[config.mk]
export PLATFORM = sky130hd
export DESIGN_NAME = vliw_bundle_packer_flat
export DESIGN_NICKNAME = d
export VERILOG_FILES = /design/src/rtl/vliw_bundle_packer_pkg.sv /design/src/rtl/vliw_bundle_packer_if.sv /design/src/rtl/vliw_bundle_packer_classifier.sv /design/src/rtl/vliw_bundle_packer.sv /design/src/flat_wrapper.sv
export SDC_FILE = /design/constraint.sdc
export NUM_CORES = 1
export LEC_CHECK = 0
export BUFFER_PORTS_ARGS = -buffer_cell sky130_fd_sc_hd__buf_2
export CORE_MARGIN = 2
export CORE_UTILIZATION = 64
export CTS_BUF_LIST = sky130_fd_sc_hd__clkbuf_4 sky130_fd_sc_hd__clkbuf_8
export DETAILED_ROUTE_END_ITERATION = 12
export GPL_TIMING_DRIVEN = 0
export PLACE_DENSITY = 0.87
export SYNTH_ARGS = -nofsm -noshare
export SYNTH_HDL_FRONTEND = slang
export SYNTH_SLANG_ARGS = --single-unit
[constraint.sdc]
create_clock -name clk -period 36.4 [get_ports clk]
set_input_delay 1.82 -clock clk [delete_from_list [all_inputs] [get_ports clk]]
set_output_delay 1.82 -clock clk [all_outputs]
set_load 0.005 [all_outputs]
[src/rtl/vliw_bundle_packer_pkg.sv]
// Shared VLIW encoding constants: slot indices, opcodes, NOP word.
// Also used by the core's decode stage.
package vliw_pkg;

    localparam int NUM_SLOTS = 8;
    localparam int SLOT_W    = 32;
    localparam int PKT_W     = 256;
    localparam int OPC_W     = 5;

    localparam logic [4:0] OPC_ADD      = 5'b00000;
    localparam logic [4:0] OPC_SBC      = 5'b00011;
    localparam logic [4:0] OPC_MUL      = 5'b00100;
    localparam logic [4:0] OPC_FADD     = 5'b00101;
    localparam logic [4:0] OPC_FMUL     = 5'b00110;
    localparam logic [4:0] OPC_LOGIC_LO = 5'b01000;
    localparam logic [4:0] OPC_LOGIC_HI = 5'b01111;
    localparam logic [4:0] OPC_LDR      = 5'b10010;
    localparam logic [4:0] OPC_STR      = 5'b10011;
    localparam logic [4:0] OPC_MOV      = 5'b10100;

    localparam logic [2:0] SLOT_ALU   = 3'd0;
    localparam logic [2:0] SLOT_MUL   = 3'd1;
    localparam logic [2:0] SLOT_FADD  = 3'd2;
    localparam logic [2:0] SLOT_FMUL  = 3'd3;
    localparam logic [2:0] SLOT_LOGIC = 3'd4;
    localparam logic [2:0] SLOT_LDR   = 3'd5;
    localparam logic [2:0] SLOT_STR   = 3'd6;
    localparam logic [2:0] SLOT_MOV   = 3'd7;

    // ADD r0,r0,r0 with r0 hardwired to zero
    localparam logic [SLOT_W-1:0] NOP_WORD = 32'h0;

    typedef logic [NUM_SLOTS-1:0][SLOT_W-1:0] slots_t;
    typedef logic [NUM_SLOTS-1:0]             occ_t;

    // Slot 0 lands in the MSBs; empty slots become NOP.
    function automatic logic [PKT_W-1:0] pack_bundle(
        input slots_t s,
        input occ_t   occ
    );
        logic [PKT_W-1:0] p;
        p = '0;
        for (int i = 0; i < NUM_SLOTS; i++) begin
            p[PKT_W-1-SLOT_W*i -: SLOT_W] = occ[i] ? s[i] : NOP_WORD;
        end
        return p;
    endfunction

endpackage

[src/rtl/vliw_bundle_packer_if.sv]
// Instruction input stream and packet output port of the packer.
// master = producer/sink side, slave = packer side.
interface vliw_bundle_packer_if;
    import vliw_pkg::*;

    logic              in_valid;
    logic              in_ready;
    logic [SLOT_W-1:0] in_data;
    logic              flush;
    logic              pkt_valid;
    logic              pkt_ready;
    logic [PKT_W-1:0]  pkt_data;
    logic [31:0]       pkt_addr;
    logic              err_illegal;

    modport master (
        output in_valid, in_data, flush, pkt_ready,
        input  in_ready, pkt_valid, pkt_data, pkt_addr, err_illegal
    );

    modport slave (
        input  in_valid, in_data, flush, pkt_ready,
        output in_ready, pkt_valid, pkt_data, pkt_addr, err_illegal
    );

endinterface

[src/rtl/vliw_bundle_packer_classifier.sv]
// Opcode to functional-unit slot decode.
// Purely combinational; unmapped opcodes report legal_o = 0.
module vliw_slot_classifier
    import vliw_pkg::*;
(
    input  logic [OPC_W-1:0] opc_i,
    output logic             legal_o,
    output logic [2:0]       slot_o
);

    // Map each opcode group onto its slot
    always_comb begin
        legal_o = 1'b1;
        slot_o  = SLOT_ALU;
        case (opc_i) inside
            [OPC_ADD:OPC_SBC]:           slot_o = SLOT_ALU;
            OPC_MUL:                     slot_o = SLOT_MUL;
            OPC_FADD:                    slot_o = SLOT_FADD;
            OPC_FMUL:                    slot_o = SLOT_FMUL;
            [OPC_LOGIC_LO:OPC_LOGIC_HI]: slot_o = SLOT_LOGIC;
            OPC_LDR:                     slot_o = SLOT_LDR;
            OPC_STR:                     slot_o = SLOT_STR;
            OPC_MOV:                     slot_o = SLOT_MOV;
            default:                     legal_o = 1'b0;
        endcase
    end

endmodule

[src/rtl/vliw_bundle_packer.sv]
// Packs a serial instruction stream into 8-slot VLIW bundles
// and writes them with a wrapping instruction-memory index.
module vliw_bundle_packer
    import vliw_pkg::*;
#(
    parameter int INST_MEM_SIZE = 1024,
    parameter int MAX_WAIT      = 16
) (
    input logic                 clk,
    input logic                 rst,
    vliw_bundle_packer_if.slave bus
);

    localparam int WW = $clog2(MAX_WAIT + 1);
    localparam logic [WW-1:0] WAIT_MAX = WW'(MAX_WAIT);
    localparam logic [31:0]   ADDR_TOP = 32'(INST_MEM_SIZE - 1);

    slots_t           slot_q, slot_d, slot_n, cl_slots;
    occ_t             occ_q, occ_d, occ_n, cl_occ;
    logic [WW-1:0]    wait_q, wait_d;
    logic             pkt_valid_q;
    logic [PKT_W-1:0] pkt_data_q;
    logic [31:0]      pkt_addr_q;
    logic             err_q;

    logic       in_ready, acc, ins, hit, close, hs;
    logic       legal;
    logic [2:0] cls;

    vliw_slot_classifier u_cls (
        .opc_i   (bus.in_data[31:27]),
        .legal_o (legal),
        .slot_o  (cls)
    );

    assign in_ready = !pkt_valid_q || bus.pkt_ready;
    assign acc      = bus.in_valid && in_ready;
    assign ins      = acc && legal;
    assign hit      = ins && occ_q[cls];
    assign hs       = pkt_valid_q && bus.pkt_ready;

    // Slot accumulation and bundle-close decision
    always_comb begin
        slot_n   = slot_q;
        occ_n    = occ_q;
        slot_d   = slot_q;
        occ_d    = occ_q;
        cl_slots = slot_q;
        cl_occ   = occ_q;
        close    = 1'b0;
        if (in_ready) begin
            if (hit) begin
                // Slot conflict: old bundle leaves, new one starts
                close       = 1'b1;
                occ_d       = occ_t'(1) << cls;
                slot_d[cls] = bus.in_data;
            end else begin
                if (ins) begin
                    occ_n[cls]  = 1'b1;
                    slot_n[cls] = bus.in_data;
                end
                slot_d   = slot_n;
                occ_d    = occ_n;
                cl_slots = slot_n;
                cl_occ   = occ_n;
                if (occ_n != '0 &&
                    (occ_n == '1 || bus.flush || wait_q == WAIT_MAX)) begin
                    close = 1'b1;
                    occ_d = '0;
                end
            end
        end
    end

    // Age of the open bundle; keeps counting while the output is stalled
    always_comb begin
        if (close || occ_q == '0) begin
            wait_d = '0;
        end else if (wait_q == WAIT_MAX) begin
            wait_d = wait_q;
        end else begin
            wait_d = wait_q + 1'b1;
        end
    end

    // Accumulator, output register and address counter
    always_ff @(posedge clk or posedge rst) begin
        if (rst) begin
            slot_q      <= '0;
            occ_q       <= '0;
            wait_q      <= '0;
            pkt_valid_q <= 1'b0;
            pkt_data_q  <= '0;
            pkt_addr_q  <= '0;
            err_q       <= 1'b0;
        end else begin
            slot_q <= slot_d;
            occ_q  <= occ_d;
            wait_q <= wait_d;
            err_q  <= acc && !legal;
            if (hs) begin
                pkt_addr_q <= (pkt_addr_q == ADDR_TOP) ? '0 : pkt_addr_q + 1'b1;
            end
            if (close) begin
                pkt_valid_q <= 1'b1;
                pkt_data_q  <= pack_bundle(cl_slots, cl_occ);
            end else if (hs) begin
                pkt_valid_q <= 1'b0;
            end
        end
    end

    assign bus.in_ready    = in_ready;
    assign bus.pkt_valid   = pkt_valid_q;
    assign bus.pkt_data    = pkt_data_q;
    assign bus.pkt_addr    = pkt_addr_q;
    assign bus.err_illegal = err_q;

endmodule
[src/flat_wrapper.sv]
// flat-port wrapper written by rule: the top's interface ports become plain ports
module vliw_bundle_packer_flat import vliw_pkg::*;
#(
    parameter int INST_MEM_SIZE = 1024,
    parameter int MAX_WAIT      = 16
)
  (clk, rst, bus_in_valid, bus_in_data, bus_flush, bus_pkt_ready, bus_in_ready, bus_pkt_valid, bus_pkt_data, bus_pkt_addr, bus_err_illegal);
  vliw_bundle_packer_if bus_i ();
  input logic clk;
  input logic rst;
  input wire logic [$bits(bus_i.in_valid)-1:0] bus_in_valid;
  input wire logic [$bits(bus_i.in_data)-1:0] bus_in_data;
  input wire logic [$bits(bus_i.flush)-1:0] bus_flush;
  input wire logic [$bits(bus_i.pkt_ready)-1:0] bus_pkt_ready;
  output wire logic [$bits(bus_i.in_ready)-1:0] bus_in_ready;
  output wire logic [$bits(bus_i.pkt_valid)-1:0] bus_pkt_valid;
  output wire logic [$bits(bus_i.pkt_data)-1:0] bus_pkt_data;
  output wire logic [$bits(bus_i.pkt_addr)-1:0] bus_pkt_addr;
  output wire logic [$bits(bus_i.err_illegal)-1:0] bus_err_illegal;
  assign bus_i.in_valid = bus_in_valid;
  assign bus_i.in_data = bus_in_data;
  assign bus_i.flush = bus_flush;
  assign bus_i.pkt_ready = bus_pkt_ready;
  assign bus_in_ready = bus_i.in_ready;
  assign bus_pkt_valid = bus_i.pkt_valid;
  assign bus_pkt_data = bus_i.pkt_data;
  assign bus_pkt_addr = bus_i.pkt_addr;
  assign bus_err_illegal = bus_i.err_illegal;
  vliw_bundle_packer #(.INST_MEM_SIZE(INST_MEM_SIZE), .MAX_WAIT(MAX_WAIT)) u_core (.clk(clk), .rst(rst), .bus(bus_i));
endmodule
==> results.toml <==
[clocking]
cts_tree = "done"
clockBufferDepth = 3
postCtsHoldBufs = 0
clock_latency_ns = 0.68
clk_pin_slew_worst_paths_ns = 0.06
post_cts_resized = 0
cts_sinks = 559
htreeDepth = 3
post-cts-setup-buffers = 0
root_buffer = "clkbuf_8"
cts_buffers = 89

[synthesis]
syn_area_sq_um = 24200
ys_types = 62
synth_edf_count = 0
synth-seq-cells = 559
synthCells = 2080
synthFlopType = "dfrtp_1"
yosysTopAreaCell = "dfrtp_1"
ys_top_cells_by_area = "dfrtp_1, mux2_2, a221o_1"
avgSynthCellArea_sq_um = 11.6
yosysSeqAreaShare_pct = 57.7
yosys.area.top_type_share_pct = 57.7
syn_nets = 2120
yosysWarnings = 0
async_flop_share_pct = 100

[setup_path]
worst_ep_required_time_ns = 34.58
cp.arrival_ns = 4.12
end_kind = "primary output"
start_kind = "input port"
cp_max_fo = 10
path_class = "input port to primary output"

[timing]
slew_headroom_pct = 16.3
drv_slew = 0
tightest_slew_ns = 1.25
setup_violations = 0
hold_viol = 0
finalCritPeriodShare_pct = 16.3
worst_clock_skew_ns = 0.0389
holdWs_ns = 0.462
rsz0062_at_grt = "no"
timing.fmax_ghz = 0.168
fin_crit_ns = 5.94
finalSetupTns_ns = 0

[pwr]
clock_power_share_pct = 32.1
p_per_area_nw_per_um2 = 63.9
combPwrFrac_pct = 23.7
internal-power_mw = 1.24
p_sw_mw = 0.590
p_total_mw = 1.83
seq_power_share_pct = 44.1
p_leak_nw = 15.0
irDropWorstVdd_mv = 0.0368
swShare_pct = 32.3

[global_routing]
use_met3_pct = 10.3
grt_max_degree = 137
grt_pass1_wl_mm = 114
grt_util_met1_pct = 50.9
grtUsageMet2_pct = 57.9
antenna_found_initial = 5
overflow = 0
busiest_layer = "met2"
track_usage_pct = 38.7
grt_pass1_vias = 19600

[routing]
dr.pass1.iters = 7
drc = 0
totalWireLength_mm = 75.8
drt-vias-per-instance = 6.40
wl_per_cell_microns = 24.6
ant_nets = 0
vias = 19700
drt_iter0_markers = 1994

[finish]
fin_nets = 2542
layout_commonest_cell = "dfrtp_1"
fin_area_sq_um = 28600
area_growth_pct = 18.0
final_cells = 3085
final_cell_mix = "dfrtp_1, buf_2, nand2_1"
final_layout_size_suffix_gt1_share_pct = 27.5

[floorplan]
start_util_pct = 64.6
io_pins = 328
dieArea_sq_um = 39400
core-area_sq_um = 37500
rows = 71
die_w_microns = 199
die_h_microns = 199

[placed_design]
gp_congestion = 0.929
portBuffers = 327
place_hpwl_mm = 50.6
dp_cells = 2922
place_area_sq_um = 26600

[run]
maxCapViolations = 0

[worst_hold_path]
min_path_type = "flip-flop to flip-flop"

[status]
status = "complete, no violations"
-- critical path, cell delays in order --
cell	delay [ns]
buf_2	0.10
nor2b_1	0.07
buf_2	0.20
inv_1	0.09
clkbuf_1	0.60
clkbuf_1	0.46
clkbuf_1	0.52
buf_2	0.26
-- stage by stage --
stage / util [%] / setup slack [ns]
2_1_floorplan: - / 18.95
3_3_place_gp: 70.7 / 14.04
3_5_place_dp: 71.0 / 30.62
6_report: 76.3 / 30.46
4_1_cts: 76.2 / 30.61
5_1_grt: 76.2 / 30.45
-- cell families after synthesis --
| family | Yosys count | synth area share (%) |
|---|---|---|
| buffers and inverters | 260 | 4.68 |
| xor gates and xnor gates | 33 | 1.19 |
| AOI/OAI and AO/OA | 417 | 13.6 |
| adders and majority gates | 3 | 0.155 |
| and+or+nand+nor | 574 | 12.2 |
| DFF | 559 | 57.7 |
| muxes | 234 | 10.4 |
-- power groups by stage --
stage | clock network (mW) | registers (mW) | logic, mW
2_1_floorplan | 0 | 0.796 | 0.271
3_3_place_gp | 0 | 0.806 | 0.406
3_5_place_dp | 0 | 0.812 | 0.424
4_1_cts | 0.587 | 0.802 | 0.428
5_1_grt | 0.616 | 0.815 | 0.466
6_report | 0.586 | 0.806 | 0.433
-- final cells by class --
type / instances / area (sq um)
fill: 2490 / 8900
antenna: 3 / 7.51
clock buffer: 145 / 1820
timing repair buffer: 331 / 1750
tap: 511 / 639
multi-input combinational: 1261 / 9100
clock inverter: 15 / 146
sequential: 559 / 14000
buffer: 162 / 766
inverter: 98 / 375
-- routing by layer --
layer,vias to the layer above,wire length [microns]
met5,-,9
met4,2,5060
met3,300,7460
met2,1125,34100
met1,9972,29200
li1,8330,-
-- final timing paths --
path | cells past startpoint | from | end | slack (ns)
max in group asynchronous | 4 | rst | u_core.slot_q[246] | 33.55
setup reg to reg | 11 | u_core.bus.pkt_valid | u_core.bus.pkt_data[126] | 32.32
hold / removal | 1 | u_core.slot_q[223] | u_core.slot_q[223] | 0.46
min in group asynchronous | 2 | rst | u_core.bus.pkt_data[99] | 1.27
setup / recovery | 8 | bus_pkt_ready | bus_in_ready | 30.46
hold reg to reg | 1 | u_core.slot_q[223] | u_core.slot_q[223] | 0.46
-- sequential cells by signal (all words and copies together), names as in the netlist --
signal,cells
u_core.wait_q,5
u_core.bus.pkt_valid,1
u_core.bus.err_illegal,1
u_core.slot_q,256
u_core.bus.pkt_data,256
u_core.occ_q,8
u_core.bus.pkt_addr,32
-- Yosys cell counts (all sizes together), types with 9 or more instances --
| cell type | n |
|---|---|
| a221o | 137 |
| inv | 98 |
| a21o | 56 |
| and3 | 144 |
| a22o | 59 |
| nand2b | 11 |
| mux2 | 148 |
| nand2 | 227 |
| nand4 | 12 |
| or2 | 9 |
| nor2 | 44 |
| o21ai | 99 |
| o211ai | 31 |
| buf | 50 |
| clkbuf | 112 |
| nand3 | 45 |
| mux2i | 86 |
| nor2b | 16 |
| nor4 | 13 |
| and2 | 16 |
| nor3 | 17 |
| a21oi | 11 |
| xnor2 | 27 |
| dfrtp | 559 |
Power figures use the tool's default switching activity.
